`src/rtl/amp3_sched_pkg.sv`:
```
// Shared types and constants for the amp3 sample scheduler.
package amp3_sched_pkg;

    typedef enum logic [1:0] {
        ST_IDLE  = 2'd0,
        ST_PRIME = 2'd1,
        ST_RUN   = 2'd2,
        ST_DRAIN = 2'd3
    } sched_state_e;

    localparam logic [1:0] MODE_A    = 2'b00;
    localparam logic [1:0] MODE_B    = 2'b01;
    localparam logic [1:0] MODE_MIX  = 2'b10;
    localparam logic [1:0] MODE_MUTE = 2'b11;

    // Unsigned midscale code for a given sample width; callers truncate to their width.
    function automatic logic [31:0] midscale(input int unsigned width);
        midscale = 32'd1 << (width - 32'd1);
    endfunction

endpackage

```
`src/rtl/amp3_sample_fifo.sv`:
```
// Synchronous first-word-fall-through FIFO holding one source's sample pairs.
module amp3_sample_fifo #(
    parameter int W     = 24,
    parameter int DEPTH = 4
) (
    input  logic                   clk,
    input  logic                   rst,
    input  logic                   flush,
    input  logic                   push,
    input  logic                   pop,
    input  logic [W-1:0]           din,
    output logic [W-1:0]           dout,
    output logic [$clog2(DEPTH):0] count,
    output logic                   full,
    output logic                   empty
);
    localparam int AW = $clog2(DEPTH);
    localparam int CW = AW + 1;

    logic [W-1:0]  mem_r [DEPTH];
    logic [AW-1:0] wr_ptr_r;
    logic [AW-1:0] rd_ptr_r;
    logic [CW-1:0] count_r;
    logic          push_ok_s;
    logic          pop_ok_s;

    // A full FIFO still takes a push when the head leaves in the same cycle.
    assign pop_ok_s  = pop & ~empty;
    assign push_ok_s = push & (~full | pop_ok_s);

    assign full  = (count_r == CW'(DEPTH));
    assign empty = (count_r == {CW{1'b0}});
    assign count = count_r;
    assign dout  = mem_r[rd_ptr_r];

    // Storage array; contents are don't-care until written so it carries no reset.
    always_ff @(posedge clk) begin
        if (push_ok_s) begin
            mem_r[wr_ptr_r] <= din;
        end
    end

    // Pointers wrap naturally at the power-of-two depth; count tracks occupancy.
    always_ff @(posedge clk) begin
        if (!rst || flush) begin
            wr_ptr_r <= {AW{1'b0}};
            rd_ptr_r <= {AW{1'b0}};
            count_r  <= {CW{1'b0}};
        end else begin
            if (push_ok_s) begin
                wr_ptr_r <= wr_ptr_r + AW'(1);
            end
            if (pop_ok_s) begin
                rd_ptr_r <= rd_ptr_r + AW'(1);
            end
            case ({push_ok_s, pop_ok_s})
                2'b10:   count_r <= count_r + CW'(1);
                2'b01:   count_r <= count_r - CW'(1);
                default: count_r <= count_r;
            endcase
        end
    end

endmodule

```
`src/rtl/amp3_sample_sched.sv`:
```
// Frame-synchronous scheduler feeding amp3_Lite from two buffered sample sources.
module amp3_sample_sched
    import amp3_sched_pkg::*;
#(
    parameter int DATA_W     = 12,
    parameter int FIFO_DEPTH = 4,
    parameter int PRIME_LVL  = 2
) (
    input  logic              clk,
    input  logic              rst,
    input  logic              start,
    input  logic              stop,
    input  logic [1:0]        mode,
    input  logic              a_valid,
    output logic              a_ready,
    input  logic [DATA_W-1:0] a_right,
    input  logic [DATA_W-1:0] a_left,
    input  logic              b_valid,
    output logic              b_ready,
    input  logic [DATA_W-1:0] b_right,
    input  logic [DATA_W-1:0] b_left,
    input  logic              RightNLeft,
    output logic [DATA_W-1:0] dataR,
    output logic [DATA_W-1:0] dataL,
    output logic              enable,
    output logic              underrun,
    output logic              busy
);
    localparam int CW = $clog2(FIFO_DEPTH) + 1;
    localparam logic [DATA_W-1:0] MID       = DATA_W'(midscale(DATA_W));
    localparam logic [CW-1:0]     PRIME_CNT = CW'(PRIME_LVL);

    sched_state_e        state_r, state_nxt_s;
    logic [1:0]          mode_r;
    logic                rnl_r, rnl_d_r, tick_s;
    logic [2*DATA_W-1:0] a_dout_s, b_dout_s;
    logic [CW-1:0]       a_count_s, b_count_s;
    logic                a_full_s, b_full_s, a_empty_s, b_empty_s;
    logic                sel_a_s, sel_b_s, starved_s, primed_s, drain_done_s;
    logic                frame_s, pop_s, flush_s;
    logic [DATA_W:0]     sum_right_s, sum_left_s;
    logic [DATA_W-1:0]   right_r, left_r, right_nxt_s, left_nxt_s;
    logic                enable_r, underrun_r, busy_r;
    logic                enable_nxt_s, underrun_nxt_s, busy_nxt_s;

    amp3_sample_fifo #(.W(2*DATA_W), .DEPTH(FIFO_DEPTH)) u_fifo_a (
        .clk   (clk),
        .rst   (rst),
        .flush (flush_s),
        .push  (a_valid),
        .pop   (pop_s & sel_a_s),
        .din   ({a_right, a_left}),
        .dout  (a_dout_s),
        .count (a_count_s),
        .full  (a_full_s),
        .empty (a_empty_s)
    );

    amp3_sample_fifo #(.W(2*DATA_W), .DEPTH(FIFO_DEPTH)) u_fifo_b (
        .clk   (clk),
        .rst   (rst),
        .flush (flush_s),
        .push  (b_valid),
        .pop   (pop_s & sel_b_s),
        .din   ({b_right, b_left}),
        .dout  (b_dout_s),
        .count (b_count_s),
        .full  (b_full_s),
        .empty (b_empty_s)
    );

    assign a_ready = ~a_full_s;
    assign b_ready = ~b_full_s;

    assign sel_a_s = (mode_r == MODE_A) || (mode_r == MODE_MIX);
    assign sel_b_s = (mode_r == MODE_B) || (mode_r == MODE_MIX);

    // Mute selects no source, so it is never starved, always primed and drains at once.
    assign starved_s    = (sel_a_s & a_empty_s) | (sel_b_s & b_empty_s);
    assign primed_s     = (~sel_a_s | (a_count_s >= PRIME_CNT)) &
                          (~sel_b_s | (b_count_s >= PRIME_CNT));
    assign drain_done_s = starved_s | ~(sel_a_s | sel_b_s);

    assign tick_s  = rnl_d_r & ~rnl_r;
    assign frame_s = tick_s && ((state_r == ST_RUN) || (state_r == ST_DRAIN));
    assign pop_s   = frame_s & ~starved_s;
    assign flush_s = (state_r != ST_IDLE) && (state_nxt_s == ST_IDLE);

    assign sum_right_s = {1'b0, a_dout_s[2*DATA_W-1:DATA_W]} + {1'b0, b_dout_s[2*DATA_W-1:DATA_W]};
    assign sum_left_s  = {1'b0, a_dout_s[DATA_W-1:0]} + {1'b0, b_dout_s[DATA_W-1:0]};

    // Channel-phase history used to find the frame boundary.
    always_ff @(posedge clk) begin
        if (!rst) begin
            rnl_r   <= 1'b0;
            rnl_d_r <= 1'b0;
        end else begin
            rnl_r   <= RightNLeft;
            rnl_d_r <= rnl_r;
        end
    end

    // FSM state register; the source mode is captured only when leaving IDLE.
    always_ff @(posedge clk) begin
        if (!rst) begin
            state_r <= ST_IDLE;
            mode_r  <= MODE_A;
        end else begin
            state_r <= state_nxt_s;
            if ((state_r == ST_IDLE) && start) begin
                mode_r <= mode;
            end else begin
                mode_r <= mode_r;
            end
        end
    end

    // FSM next-state logic.
    always_comb begin
        state_nxt_s = state_r;
        case (state_r)
            ST_IDLE:  state_nxt_s = start        ? ST_PRIME : ST_IDLE;
            ST_PRIME: state_nxt_s = primed_s     ? ST_RUN   : ST_PRIME;
            ST_RUN:   state_nxt_s = stop         ? ST_DRAIN : ST_RUN;
            ST_DRAIN: state_nxt_s = drain_done_s ? ST_IDLE  : ST_DRAIN;
            default:  state_nxt_s = ST_IDLE;
        endcase
    end

    // FSM output logic; outputs follow the next state so they align with state_r.
    always_comb begin
        enable_nxt_s   = (state_nxt_s == ST_RUN) || (state_nxt_s == ST_DRAIN);
        busy_nxt_s     = (state_nxt_s != ST_IDLE);
        underrun_nxt_s = 1'b0;
        right_nxt_s    = right_r;
        left_nxt_s     = left_r;
        if (state_nxt_s == ST_IDLE) begin
            right_nxt_s = MID;
            left_nxt_s  = MID;
        end else if (frame_s && (starved_s || (mode_r == MODE_MUTE))) begin
            right_nxt_s    = MID;
            left_nxt_s     = MID;
            underrun_nxt_s = starved_s && (state_r == ST_RUN);
        end else if (frame_s) begin
            case (mode_r)
                MODE_A: begin
                    right_nxt_s = a_dout_s[2*DATA_W-1:DATA_W];
                    left_nxt_s  = a_dout_s[DATA_W-1:0];
                end
                MODE_B: begin
                    right_nxt_s = b_dout_s[2*DATA_W-1:DATA_W];
                    left_nxt_s  = b_dout_s[DATA_W-1:0];
                end
                MODE_MIX: begin
                    right_nxt_s = sum_right_s[DATA_W:1];
                    left_nxt_s  = sum_left_s[DATA_W:1];
                end
                default: begin
                    right_nxt_s = MID;
                    left_nxt_s  = MID;
                end
            endcase
        end else begin
            right_nxt_s = right_r;
            left_nxt_s  = left_r;
        end
    end

    // Output registers.
    always_ff @(posedge clk) begin
        if (!rst) begin
            right_r    <= MID;
            left_r     <= MID;
            enable_r   <= 1'b0;
            underrun_r <= 1'b0;
            busy_r     <= 1'b0;
        end else begin
            right_r    <= right_nxt_s;
            left_r     <= left_nxt_s;
            enable_r   <= enable_nxt_s;
            underrun_r <= underrun_nxt_s;
            busy_r     <= busy_nxt_s;
        end
    end

    assign dataR    = right_r;
    assign dataL    = left_r;
    assign enable   = enable_r;
    assign underrun = underrun_r;
    assign busy     = busy_r;

endmodule

```
`config.mk`:
```
export PLATFORM = sky130hd
export DESIGN_NAME = amp3_sample_sched
export DESIGN_NICKNAME = d
export VERILOG_FILES = /design/src/rtl/amp3_sched_pkg.sv /design/src/rtl/amp3_sample_fifo.sv /design/src/rtl/amp3_sample_sched.sv
export SDC_FILE = /design/constraint.sdc
export NUM_CORES = 1
export LEC_CHECK = 0
export ABC_AREA = 1
export BUFFER_PORTS_ARGS = -buffer_cell sky130_fd_sc_hd__buf_2
export CORE_MARGIN = 3
export CORE_UTILIZATION = 30
export DETAILED_ROUTE_END_ITERATION = 8
export PLACE_DENSITY_LB_ADDON = 0.08
export RECOVER_POWER = 25
export SYNTH_ARGS = -nofsm -noshare
export SYNTH_HDL_FRONTEND = slang
export SYNTH_SLANG_ARGS = --single-unit
```
`constraint.sdc`:
```
create_clock -name clk -period 5.66 [get_ports clk]
set_input_delay 0.283 -clock clk [delete_from_list [all_inputs] [get_ports clk]]
set_output_delay 0.283 -clock clk [all_outputs]
set_load 0.005 [all_outputs]
```
==> results.sh <==
export IMPL_wire_length_of_the_first_global_routing_pass_um=46500
export IMPL_finalClockSkew_ps=14.0
export IMPL_synth_largest_area_cell="edfxtp_1"
export IMPL_rsz_0062_raised_after_global_routing="false"
export IMPL_crit_arrival_ps=3820
export IMPL_detail_route_wl_per_cell_um=17.7
export IMPL_totalPowerFinal_uw=5620
export IMPL_h_tree_lvls=1
export IMPL_cts_root_buffer="clkbuf_16"
export IMPL_post_route_cell_area_um2=13400
export IMPL_power_switching_uw=1800
export IMPL_fillerInstances=3627
export IMPL_finish_net_count=1302
export IMPL_ys_seq_area_frac=0.615
export IMPL_finalWorstPathRequiredPeriod_ps=3390
export IMPL_setup_tns_ps=0
export IMPL_fraction_of_layout_cells_with_a_size_suffix_above_1=0.118
export IMPL_synth_cell_type_count=42
export IMPL_ys_ff_latch=243
export IMPL_floorplan_initialDensity=0.307
export IMPL_setup_worst_path_end="dataL[8]"
export IMPL_f_max_ghz=0.295
export IMPL_run_status="complete, no violations"
export IMPL_grt_start_max_net_pins=50
export IMPL_cts_reportedPaths_clkPinSlew_ps=60
export IMPL_synthesis_area_per_instance_um2=10.3
export IMPL_post_synth_main_area_contributors="edfxtp_1 52%, dfxtp_1 9.3%, nand2_1 6.8%"
export IMPL_drt_iter0_drc=471
export IMPL_worst_r2r_setup_slack_ps=2270
export IMPL_grt_antenna_before_repair=0
export IMPL_combPwrFrac=0.258
export IMPL_final_min_period_over_clock_period=0.599
export IMPL_core_area_um2=35900
export IMPL_required_ps=6080
export IMPL_wl_um=29800
export IMPL_worst_path_max_fanout=49
export IMPL_die_area_um2=39100
export IMPL_cts_sinks=243
export IMPL_globalRoute_totalOverflow=0
export IMPL_cellLeakagePower_uw=0.00510
export IMPL_synth_cell_area_um2=11000
export IMPL_finalWeightedCongestion=0.857
export IMPL_io_buffers=85
export IMPL_via_per_inst=4.64
export IMPL_syn_nets=1164
export IMPL_floorplan_rows=69
export IMPL_drc_errors=0
export IMPL_drv_max_cap_violation_count=0
export IMPL_util_after_layout=0.373
export IMPL_clock_path_buffers=3
export IMPL_die_width_um=198
export IMPL_share_clk_of_total_power=0.331
export IMPL_cell_internal_pwr_uw=3820
export IMPL_area_growth_pct=21.6
export IMPL_r2r_worst_path_cells=15
export IMPL_share_seq_of_total_power=0.411
export IMPL_synth_largest_type_area_fraction=0.523
export IMPL_antenna_cells=0
export IMPL_setup_worst_path_class="reg -> reg"
export IMPL_worstMarginPinSlew_ps=1160
export IMPL_post_dp_area_um2=12000
export IMPL_maxSlewHeadroom=0.226
export IMPL_firstDrtPassIters=5
export IMPL_power_switching_fraction=0.320
export IMPL_synthCells=1066
export IMPL_crit_path_start_kind="flip-flop"
export IMPL_yosysWarningCount=0
export IMPL_setup_worst_path_end_class="flip-flop"
export IMPL_report_final_slew_viol_count=0
export IMPL_setup_viol=0
export IMPL_chipHeight_um=198
export IMPL_r2r_end="dataL[8]"
export IMPL_tritoncts="yes"
export IMPL_hold_viol_final=0
export IMPL_final_cell_mix="199 x nand2_1, 192 x edfxtp_1, 121 x nor2_1"
export IMPL_cts_buffers_inserted=30
export IMPL_hold_class="in -> reg"
export IMPL_post_route_ant_nets=0
export IMPL_dr_total_vias=7843
export IMPL_dp_final_hpwl_um=19800
export IMPL_post_cts_setup_buffer_count=0
export IMPL_power_density_cell_area_nw_per_um2=419
export IMPL_layout_commonest_cell="nand2_1"
export IMPL_vdd_ir_drop_max_mv=0.211
export IMPL_worst_skew_pair_late_latency_ps=550
export IMPL_pin_count=86
export IMPL_via_count_of_the_first_global_routing_pass=7783
export IMPL_timing_hold_ws_ps=54.7
export IMPL_groute_usage_overall=0.154
==> cell type report <==
| class | instances | area [µm²] | share of cell area |
|---|---|---|---|
| clock buffers | 37 | 798 | 0.0595 |
| clock inverters | 19 | 170 | 0.0127 |
| inverters | 88 | 343 | 0.0256 |
| multi-input cells | 695 | 3760 | 0.280 |
| flip-flops and latches | 243 | 6790 | 0.506 |
| well taps | 461 | 577 | 0.0430 |
| repair buffers | 146 | 972 | 0.0725 |
==> worst min-delay path by stage <==
stage,from,end,slack [ps],cells past startpoint
floorplan,rst,rnl_r,380,2
global placement,rnl_r,rnl_d_r,430,2
detailed placement,rnl_r,rnl_d_r,430,2
CTS,mode[1],mode_r[1],30,3
global route,mode[1],mode_r[1],50,3
finish,mode[1],mode_r[1],50,3
==> synthesized netlist by cell type, drive strengths merged <==
| master | count |
|---|---|
| buf | 21 |
| nand3 | 55 |
| nor2 | 132 |
| fa | 4 |
| a21boi | 2 |
| edfxtp | 192 |
| a22o | 6 |
| clkinv | 2 |
| nand2 | 204 |
| a21oi | 53 |
| inv | 86 |
| clkbuf | 19 |
| a31oi | 1 |
| ha | 37 |
| or2 | 3 |
| o21ai | 113 |
| a211oi | 3 |
| nand3b | 4 |
| o21bai | 4 |
| a21o | 3 |
| xor2 | 5 |
| o22ai | 42 |
| xnor2 | 2 |
| nor3 | 3 |
| nand4 | 9 |
| dfxtp | 51 |
| a22oi | 7 |
| o211ai | 3 |
==> sequential cells by signal, summed over array words and instances, names as in the netlist, named ones only <==
| name | flops |
|---|---|
| busy | 1 |
| dataL | 12 |
| dataR | 12 |
| enable | 1 |
| mode_r | 2 |
| rnl_d_r | 1 |
| rnl_r | 1 |
| state_r | 2 |
| u_fifo_a.count | 3 |
| u_fifo_a.mem_r | 96 |
| u_fifo_a.rd_ptr_r | 2 |
| u_fifo_a.wr_ptr_r | 2 |
| u_fifo_b.count | 3 |
| u_fifo_b.mem_r | 96 |
| u_fifo_b.rd_ptr_r | 2 |
| u_fifo_b.wr_ptr_r | 2 |
| underrun | 1 |
==> timing repair <==
| action | 4_1_cts | 5_1_grt |
|---|---|---|
| gates resized for setup | 0 | 0 |
| hold buffers | 51 | 0 |
| endpoints found under the hold margin | 194 | 0 |
==> stage by stage <==
stage	setup slack (ps)	std cells
2_1_floorplan	2820	1066
3_5_place_dp	2220	1582
5_1_grt	1820	1689
6_report	2270	1689
3_3_place_gp	2160	1582
4_1_cts	2190	1689
==> power groups by stage <==
stage	registers (µW)	logic, µW	clock network (µW)
6_report	2310	1450	1860
5_1_grt	2330	1660	1990
4_1_cts	2310	1480	1920
3_5_place_dp	2350	1440	0
3_3_place_gp	2350	1460	0
2_1_floorplan	2330	990	0
==> worst max-delay path, cell delays in order, from the launching register on <==
cell and delay [ps]:
dfxtp_1 300, buf_4 410, inv_1 410, buf_4 310, o21ai_0 160, o22ai_1 150, ha_1 390, nand2_1 140
o21ai_0 340, a21oi_1 150, nand2_1 90, nand2_1 50, nand3_1 70, nand3_1 120, nand2_1 100, a21oi_2 60
==> layer usage <==
| metal | global-route usage | share of wire |
|---|---|---|
| met5 | 0 | 0 |
| met4 | 0.0343 | 0.019 |
| met3 | 0.0216 | 0.035 |
| met2 | 0.251 | 0.47 |
| met1 | 0.219 | 0.48 |
==> cell families (layout without fill, tap and decap cells) <==
kind of cell | count (synthesis) | after routing | share of synthesized area
fa+ha+maj | 41 | 41 | 0.0492
xor+xnor | 7 | 7 | 0.00556
buf+inv | 128 | 290 | 0.0494
simple gates | 410 | 410 | 0.154
compound gates | 237 | 237 | 0.126
flops | 243 | 243 | 0.615
(Power assumes the default switching activity.)
